==> src/rtl/dab_pkg.sv <==
// Shared definitions for the DAB gate driver: bridge voltage level codes,
// per-leg dead-time FSM state encoding, and default dead-time counter width.
// No logic; types and constants only.
package dab_pkg;

  // Two-bit signed bridge voltage command levels
  localparam logic [1:0] V_POS  = 2'b01;
  localparam logic [1:0] V_ZERO = 2'b00;
  localparam logic [1:0] V_NEG  = 2'b11;
  // -2 is not a legal three-level command; seeing it latches a fault
  localparam logic [1:0] V_ILL  = 2'b10;

  localparam int DT_W_DEF = 8;

  typedef enum logic [1:0] {
    LEG_OFF   = 2'b00,
    LEG_LO_ON = 2'b01,
    LEG_HI_ON = 2'b10,
    LEG_DEAD  = 2'b11
  } leg_state_t;

endpackage

==> src/rtl/dab_leg_deadtime.sv <==
// Purpose: one half-bridge leg; drives hi/lo gates from a target level with a dead gap on every switch.
// Latency: a target change moves the conducting gate off on the next edge; the opposite gate
//          comes on max(deadtime, DT_MIN) edges later. No backpressure; runs every cycle.
// Ports: clk, rst (sync, active-high), target (1 = high switch), enable, deadtime -> hi, lo.
module dab_leg_deadtime
  import dab_pkg::*;
#(
  parameter int DT_W   = DT_W_DEF,
  parameter int DT_MIN = 1
) (
  input  logic            clk,
  input  logic            rst,
  input  logic            target,
  input  logic            enable,
  input  logic [DT_W-1:0] deadtime,
  output logic            hi,
  output logic            lo
);

  leg_state_t      state_q, state_d;
  logic [DT_W-1:0] cnt_q, cnt_d;
  logic [DT_W-1:0] dt_q, dt_d;
  logic [DT_W-1:0] dt_eff;

  // A programmed dead time below the floor is raised to the floor
  assign dt_eff = (deadtime < DT_W'(DT_MIN)) ? DT_W'(DT_MIN) : deadtime;

  always_ff @(posedge clk) begin
    if (rst) begin
      state_q <= LEG_OFF;
      cnt_q   <= '0;
      dt_q    <= DT_W'(DT_MIN);
    end else begin
      state_q <= state_d;
      cnt_q   <= cnt_d;
      dt_q    <= dt_d;
    end
  end

  always_comb begin
    state_d = state_q;
    cnt_d   = cnt_q;
    dt_d    = dt_q;
    unique case (state_q)
      LEG_OFF: begin
        if (enable) begin
          state_d = LEG_DEAD;
          cnt_d   = '0;
          dt_d    = dt_eff;
        end
      end
      LEG_LO_ON: begin
        if (target) begin
          state_d = LEG_DEAD;
          cnt_d   = '0;
          dt_d    = dt_eff;
        end
      end
      LEG_HI_ON: begin
        if (!target) begin
          state_d = LEG_DEAD;
          cnt_d   = '0;
          dt_d    = dt_eff;
        end
      end
      LEG_DEAD: begin
        // Full interval is always served; the side chosen is the target at expiry,
        // so a command that reverts mid-gap simply returns to the original switch.
        if (cnt_q == dt_q - DT_W'(1)) begin
          state_d = target ? LEG_HI_ON : LEG_LO_ON;
        end else begin
          cnt_d = cnt_q + DT_W'(1);
        end
      end
      default: state_d = LEG_OFF;
    endcase
    // Disable overrides everything in the same cycle
    if (!enable) begin
      state_d = LEG_OFF;
      cnt_d   = '0;
    end
  end

  // Gates decode straight from the state register: never both on, glitch-free
  assign hi = (state_q == LEG_HI_ON);
  assign lo = (state_q == LEG_LO_ON);

endmodule

==> src/rtl/dab_gate_driver.sv <==
// Purpose: turns DAB bridge voltage commands V1/V2 into 8 gate signals with dead time and fault blanking.
// Latency: inputs registered once; gates respond one edge later, plus D on any turn-on.
// Backpressure: none; commands are sampled every cycle.
// Ports: clk, rst (sync, active-high), en, V1, V2, deadtime -> Sp[3:0], Ss[3:0], fault (sticky).
//        Sp/Ss bits: [0] leg A high, [1] leg A low, [2] leg B high, [3] leg B low.
module dab_gate_driver
  import dab_pkg::*;
#(
  parameter int DT_W   = DT_W_DEF,
  parameter int DT_MIN = 1
) (
  input  logic            clk,
  input  logic            rst,
  input  logic            en,
  input  logic [1:0]      V1,
  input  logic [1:0]      V2,
  input  logic [DT_W-1:0] deadtime,
  output logic [3:0]      Sp,
  output logic [3:0]      Ss,
  output logic            fault
);

  logic            en_r;
  logic [1:0]      v1_r, v2_r;
  logic [DT_W-1:0] dt_r;
  logic            illegal;
  logic            leg_en;
  logic            pa_hi, pa_lo, pb_hi, pb_lo;
  logic            sa_hi, sa_lo, sb_hi, sb_lo;

  always_ff @(posedge clk) begin
    if (rst) begin
      en_r  <= 1'b0;
      v1_r  <= V_ZERO;
      v2_r  <= V_ZERO;
      dt_r  <= '0;
      fault <= 1'b0;
    end else begin
      en_r  <= en;
      v1_r  <= V1;
      v2_r  <= V2;
      dt_r  <= deadtime;
      fault <= fault | illegal;
    end
  end

  assign illegal = (v1_r == V_ILL) || (v2_r == V_ILL);
  // Illegal code blanks the legs on the same edge that sets fault, not one later
  assign leg_en  = en_r && !fault && !illegal;

  // Leg A conducts high only for +1, leg B only for -1; 0 leaves both low
  dab_leg_deadtime #(.DT_W(DT_W), .DT_MIN(DT_MIN)) u_pa (
    .clk(clk), .rst(rst), .target(v1_r == V_POS), .enable(leg_en),
    .deadtime(dt_r), .hi(pa_hi), .lo(pa_lo)
  );
  dab_leg_deadtime #(.DT_W(DT_W), .DT_MIN(DT_MIN)) u_pb (
    .clk(clk), .rst(rst), .target(v1_r == V_NEG), .enable(leg_en),
    .deadtime(dt_r), .hi(pb_hi), .lo(pb_lo)
  );
  dab_leg_deadtime #(.DT_W(DT_W), .DT_MIN(DT_MIN)) u_sa (
    .clk(clk), .rst(rst), .target(v2_r == V_POS), .enable(leg_en),
    .deadtime(dt_r), .hi(sa_hi), .lo(sa_lo)
  );
  dab_leg_deadtime #(.DT_W(DT_W), .DT_MIN(DT_MIN)) u_sb (
    .clk(clk), .rst(rst), .target(v2_r == V_NEG), .enable(leg_en),
    .deadtime(dt_r), .hi(sb_hi), .lo(sb_lo)
  );

  assign Sp = {pb_lo, pb_hi, pa_lo, pa_hi};
  assign Ss = {sb_lo, sb_hi, sa_lo, sa_hi};

endmodule

==> config.mk <==
export PLATFORM = sky130hd
export DESIGN_NAME = dab_gate_driver
export DESIGN_NICKNAME = d
export VERILOG_FILES = /design/src/rtl/dab_pkg.sv /design/src/rtl/dab_leg_deadtime.sv /design/src/rtl/dab_gate_driver.sv
export SDC_FILE = /design/constraint.sdc
export NUM_CORES = 1
export LEC_CHECK = 0
export ABC_AREA = 1
export ABC_CLOCK_PERIOD_IN_PS = 1800
export BUFFER_PORTS_ARGS = -buffer_cell sky130_fd_sc_hd__buf_2
export CAP_MARGIN = 20
export CORE_AREA = 2 2 85 128
export CTS_CLUSTER_SIZE = 12
export DETAILED_ROUTE_END_ITERATION = 12
export DIE_AREA = 0 0 87 130
export PLACE_DENSITY = 0.79
export SETUP_SLACK_MARGIN = 0.2
export SLEW_MARGIN = 5
export SYNTH_ARGS = -nofsm -noshare
export SYNTH_HDL_FRONTEND = slang
export SYNTH_HIERARCHICAL = 1
export SYNTH_SLANG_ARGS = --single-unit
export TNS_END_PERCENT = 1
==> constraint.sdc <==
create_clock -name clk -period 1.8 [get_ports clk]
set_input_delay 0.36 -clock clk [delete_from_list [all_inputs] [get_ports clk]]
set_output_delay 0.36 -clock clk [all_outputs]
set_load 0.005 [all_outputs]
==> Word-level counts from Yosys, hierarchy flattened <==
Index checks and enable logic that the tools add are counted.
{ "totals": {"latchBits": 0, "mem_count": 0, "ramBits": 0, "reg_bits": 86, "mem_bits_ro": 0, "out_inout_bits": 9, "input_bits": 15, "wordCells": 146} }
{ "classes": {"n_reduce_logical": 26, "mul": 0, "mux": 50, "add_sub_neg": 8, "n_eq_ne": 42, "n_shift": 0, "n_div": 0, "bitwise_logic": 2, "n_lt_le_gt_ge": 1} }
{ "op_table": {"columns": ["cell", "count"], "rows": [
  ["8-bit two-way mux", 22],
  ["8-bit case mux with 4 select lines", 4],
  ["8-bit case mux with 3 select lines", 4],
  ["8-bit by 1-bit adder with 8-bit output, second input constant", 4],
  ["8-bit equality test", 4],
  ["2-bit two-way mux", 16],
  ["2-bit case mux with 4 select lines", 4],
  ["8-bit by 1-bit subtractor with 8-bit output, second input constant", 4],
  ["2-bit equality test, second input constant", 12],
  ["3-bit AND reduction", 8],
  ["2-bit inequality test, second input constant", 11],
  ["2-bit by 1-bit inequality test with 1-bit output, second input constant", 9],
  ["4-bit AND reduction", 4],
  ["2-bit by 1-bit equality test with 1-bit output, second input constant", 6],
  ["3-bit nonzero test", 4],
  ["2-bit logical NOT", 4],
  ["8-bit by 1-bit less-than comparator with 1-bit output, second input constant", 1],
  ["1-bit logical AND", 2],
  ["1-bit logical NOT", 2],
  ["2-bit OR reduction", 1],
  ["1-bit logical OR", 1],
  ["1-bit NOT", 1],
  ["1-bit bitwise OR", 1]
]} }

==> Logic depth before layout (Yosys ltp) <==
{ "depth": {"word_depth": 6, "mapped_depth": 15, "ltp_nobuf": 15} }

==> Hierarchy <==
The synthesis kept the hierarchy.
{ "by_module_without_submodules": {"columns": ["mod", "seq_area_each_um2", "n_inst", "area_per_inst_um2", "cells_per_inst"], "rows": [
  ["dab_leg_deadtime (u_pa ...)", 360.3, 3, 1263.7, 190],
  ["dab_leg_deadtime (u_pb)", 360.3, 1, 1223.7, 183],
  ["dab_gate_driver", 280.3, 1, 521.8, 66]
]} }

==> Worst setup path after synthesis <==
Ideal clock, no wire load.
{ "synth_path": {"kind": "flip-flop to flip-flop", "startpoint": "register u_pb.dt_q[0]", "endpoint": "register u_pb.cnt_q[2]", "slack_ns": 0.117, "n_path_buf": 0, "required_ns": 1.728, "synth_period_minus_slack_ns": 1.683, "path_stages_with_launch": 15, "t_arrival_ns": 1.611, "setup_ns": 0.072, "path_cell_list": "dfxtp_1 -> inv_2 -> ha_1 -> inv_1 -> nand2_1 -> nand2_1 -> nor2_1 -> nand2_1 -> nor2_2 -> nand3_2 -> nor2_4 -> nand3_4 -> nand2_4 -> nand2_1 -> a21oi_1"} }
{ "synth_between": {"elab_chain_len": 4} }
{ "synth_rtl": {"columns": ["element", "line", "text"], "rows": [
  ["start, declared", "dab_leg_deadtime.sv:22", "logic [DT_W-1:0] dt_q, dt_d;"],
  ["start signal, assigned", "dab_leg_deadtime.sv:32", "dt_q <= DT_W'(DT_MIN);"],
  ["start signal, assigned", "dab_leg_deadtime.sv:36", "dt_q <= dt_d;"],
  ["8-bit by 1-bit subtractor with 8-bit output", "dab_leg_deadtime.sv:69", "if (cnt_q == dt_q - DT_W'(1)) begin"],
  ["8-bit equality test", "dab_leg_deadtime.sv:69", null],
  ["2-bit inequality test (no source line)", null, null],
  ["3-bit AND reduction (no source line)", null, null],
  ["end signal, assigned", "dab_leg_deadtime.sv:35", "cnt_q <= cnt_d;"],
  ["end, declared", "dab_leg_deadtime.sv:21", "logic [DT_W-1:0] cnt_q, cnt_d;"]
]} }
No other way between the ends.
A chain may end at the register's enable or synchronous reset.

==> Worst setup path after layout <==
{ "layout_path": {"startpoint": "register u_sa.dt_q[0]", "endpoint": "register u_sa.cnt_q[4]"} }
{ "layout_between": {"elab_chain_len": 4} }
{ "layout_rtl": {"columns": ["element", "line"], "rows": [
  ["start, declared", "dab_leg_deadtime.sv:22"],
  ["start signal, assigned", "dab_leg_deadtime.sv:32"],
  ["start signal, assigned", "dab_leg_deadtime.sv:36"],
  ["8-bit by 1-bit subtractor with 8-bit output", "dab_leg_deadtime.sv:69"],
  ["8-bit equality test", "dab_leg_deadtime.sv:69"],
  ["2-bit inequality test (no source line)", null],
  ["3-bit AND reduction (no source line)", null],
  ["end signal, assigned", "dab_leg_deadtime.sv:35"],
  ["end, declared", "dab_leg_deadtime.sv:21"]
]} }
No other way between the ends.

==> impl_results.md <==
* Post-Syn Area per Cell at 6.76 µm²
* P per Cell Area at approximately 800 mW/mm²
* Slew Limit Fails at 0
* Clock slew at reported path FFs at 0.06 ns
* Initial antenna violation count at 0
* Hold Path Class: input port to register
* Die H at 130 µm
* CTS Buffer Depth at 2
* Number of flops mapped to enable cells by yosys at 0
* Unrepaired setup endpoints after global routing: yes
* Syn Nets at 858
* Total of warnings raised by yosys at 6
* DIE AREA at about 0.011 mm²
* Wire per inst at 13.2 µm
* Non-Filler Cell Area, Final at 0.00657 mm²
* DR pass1 iterations at 5
* Max FO, Critical Path at 7
* Grt total ovfl at 0
* First-pass GRT wire length at 21600 µm
* Slew margin rel. at 70.2%
* # DRC at 0
* Fin crit share at between 90% and 100%
* Filler cells at 872
* IO buf count at 23
* Multi-input gate area at 0.00346 mm²
* Drt total wl at 13200 µm
* # setup viols final at 0
* Antenna-violating nets left at 0
* Clock latency on the worst-skew pair at 0.34 ns
* Vias in the first global route at between 4000 and 5000
* Slew @ Worst Pin at 0.446 ns
* Yosys reg bits at 86
* # placed instances at 974
* Run status: completed
* Post-Layout Cell Count at 1002
* CP arrival at 2.00 ns
* Seq/Total Area, Yosys at a little under a third
* Share of cells above drive strength 1 at 21.7%
* Synth cell types at 34
* Placed inst area at 0.00592 mm²
* Finished Core Util at 63.8%
* Period minus WS final at 1.79 ns
* Core Area at 0.0103 mm²
* Initial DRC count at 223
* Worst path required time at 2.02 ns
* Total Power at between 0.005 and 0.006 W
* CTS tree: done
* Critical path launch point type: register
* Total CTS buffers at 9
* Via count at 5364
* CTS Sinks at 86
* Leak pwr at 2.86 nW
* Final HPWL DP at 9170 µm
* Nets at 916
* GPL Wtd Cong at between 0.9 and 1
* Site Rows at 46
* F_max at ~560 MHz
* Area Growth Syn to Fin at 18.7%
* Starting Density at 53.7%
* Most used flip-flop cell after synthesis: dfxtp_1
* Vias per inst at 5.35
* Peak VDD IR at 0.659 mV
* Max Cap Violations at 0
* Antenna cells at 0
* Crit. End Element: register
* Max Clock Skew at ~0.0074 ns
* Synth async-reset ratio at 0%
* FF+latch area at ~0.0017 mm²
* Cell count after synthesis at 819
* Die W at about 87 µm
* Gr usage total at around a quarter
* Final Hold Violating Endpoints at 0
* Mapped Area at approximately 0.0055 mm²
* Clock root cell: clkbuf_16
* Critical setup path kind: register to register
* Maximum level of the CTS H-tree at 3
* Largest net degree at the start of global routing at 19
* IO Pins at 24
==> cell type report <==
cell class                 instances  area share (%)
multi-input combinational        601            52.7
timing repair buffer              63            6.57
inverter                         116            6.66
clock inverter                     5            1.62
clock buffer                      11            3.69
tap                              120            2.28
sequential                        86            26.5
==> metrics by stage <==
step / setup TNS, ns / hold WS (ns) / setup slack, ns
6_report: 0 / 0.220 / 0.0117
5_1_grt: -2.26 / 0.228 / -0.117
4_1_cts: -0.111 / 0.214 / -0.0236
3_5_place_dp: -0.235 / 0.478 / -0.0368
3_3_place_gp: 0 / 0.471 / 0.00607
2_1_floorplan: 0 / 0.431 / 0.160
==> cells in the mapped netlist, types with 6 or more instances <==
master / count / share of area (%)
a21oi_1: 66 / 6.0
buf_4: 8 / 1.1
dfxtp_1: 86 / 31
ha_1: 24 / 5.4
inv_1: 110 / 7.5
inv_2: 6 / 0.41
nand2_1: 196 / 13
nand2_2: 9 / 1.0
nand3_1: 62 / 5.6
nand4_1: 13 / 1.5
nor2_1: 93 / 6.3
nor2_2: 18 / 2.0
nor3_1: 9 / 0.81
nor3b_1: 7 / 0.95
o21ai_0: 25 / 2.3
o21bai_1: 8 / 1.1
xnor2_1: 9 / 1.4
xor2_1: 15 / 2.4
==> state kept, by name, indices dropped and copies added, names as in the netlist <==
name / flops
fault: 1
u_pa/dt_q: 8
u_sa/dt_q: 8
dt_r: 8
u_sa/cnt_q: 8
en_r: 1
u_pa/cnt_q: 8
v2_r: 2
u_pa/state_q: 2
u_sa/state_q: 2
u_pb/cnt_q: 8
u_pb/dt_q: 8
u_sb/state_q: 2
v1_r: 2
u_sb/cnt_q: 8
u_sb/dt_q: 8
u_pb/state_q: 2
==> per-layer routing <==
metal	GRT usage (%)	routed length [µm]
met1	26.9	5510
met2	43.2	6910
met3	4.43	434
met4	9.65	386
met5	0	0
==> path summary, 6_finish.rpt <==
path / start / endpoint / slack (ns) / depth (start not counted)
worst max register to register: u_sa/dt_q[0] / u_sa/cnt_q[4] / 0.01 / 14
worst max-delay path: u_sa/dt_q[0] / u_sa/cnt_q[4] / 0.01 / 14
worst min-delay path: V1[1] / v1_r[1] / 0.22 / 3
worst min register to register: u_pb/dt_q[1] / u_pb/dt_q[1] / 0.48 / 2
==> cell families (layout without fill, tap and decap cells) <==
kind of cell,count (synthesis),in the layout,synth area share [%]
simple gates,433,434,36.4
fa+ha+maj,24,24,5.42
xor+xnor,25,25,4.20
buf+inv,133,195,9.76
flops,86,86,31.1
compound gates,110,110,10.7
mux,8,8,2.44
==> timing repair <==
action                                  in CTS  in global routing
gates cloned                                 1                  0
buffers inserted                             6                  5
resized for setup                           36                 22
hold buffers                                 0                  0
endpoints found under the setup margin      62                 71
pin swaps                                   49                 27
==> power by group <==
part           internal [W]  leakage (nW)  switching [W]
clock               0.00140         0.166       0.000779
combinational      0.000387          1.99       0.000600
sequential          0.00199         0.703      0.0000982
total               0.00377          2.86        0.00148
==> cells in the final DEF, fill, tap and decap left out, drive strengths merged, types with 4 or more instances in the layout <==
cell | synthesis | routed
a21oi | 66 | 66
buf | 13 | 63
clkbuf | 4 | 11
dfxtp | 86 | 86
ha | 24 | 24
inv | 116 | 116
mux2 | 4 | 4
mux2i | 4 | 4
nand2 | 209 | 209
nand3 | 71 | 72
nand3b | 4 | 4
nand4 | 13 | 13
nor2 | 115 | 115
nor3 | 9 | 9
nor3b | 7 | 7
nor4 | 5 | 5
o211ai | 4 | 4
o21ai | 29 | 29
o21bai | 8 | 8
xnor2 | 9 | 9
xor2 | 15 | 15
==> worst max-delay path, cell delays in order (launching register included) <==
cell and delay [ns]:
dfxtp_2 0.34, inv_2 0.05, ha_4 0.26, inv_2 0.02
nand2_1 0.05, nand2_1 0.05, nor2_1 0.09, nand2_1 0.07
nor2_2 0.09, nand2_2 0.07, nor2_4 0.13, nand3_4 0.13
buf_4 0.17, nand3_1 0.08, a21oi_2 0.06
Power figures use the tool's default switching activity.
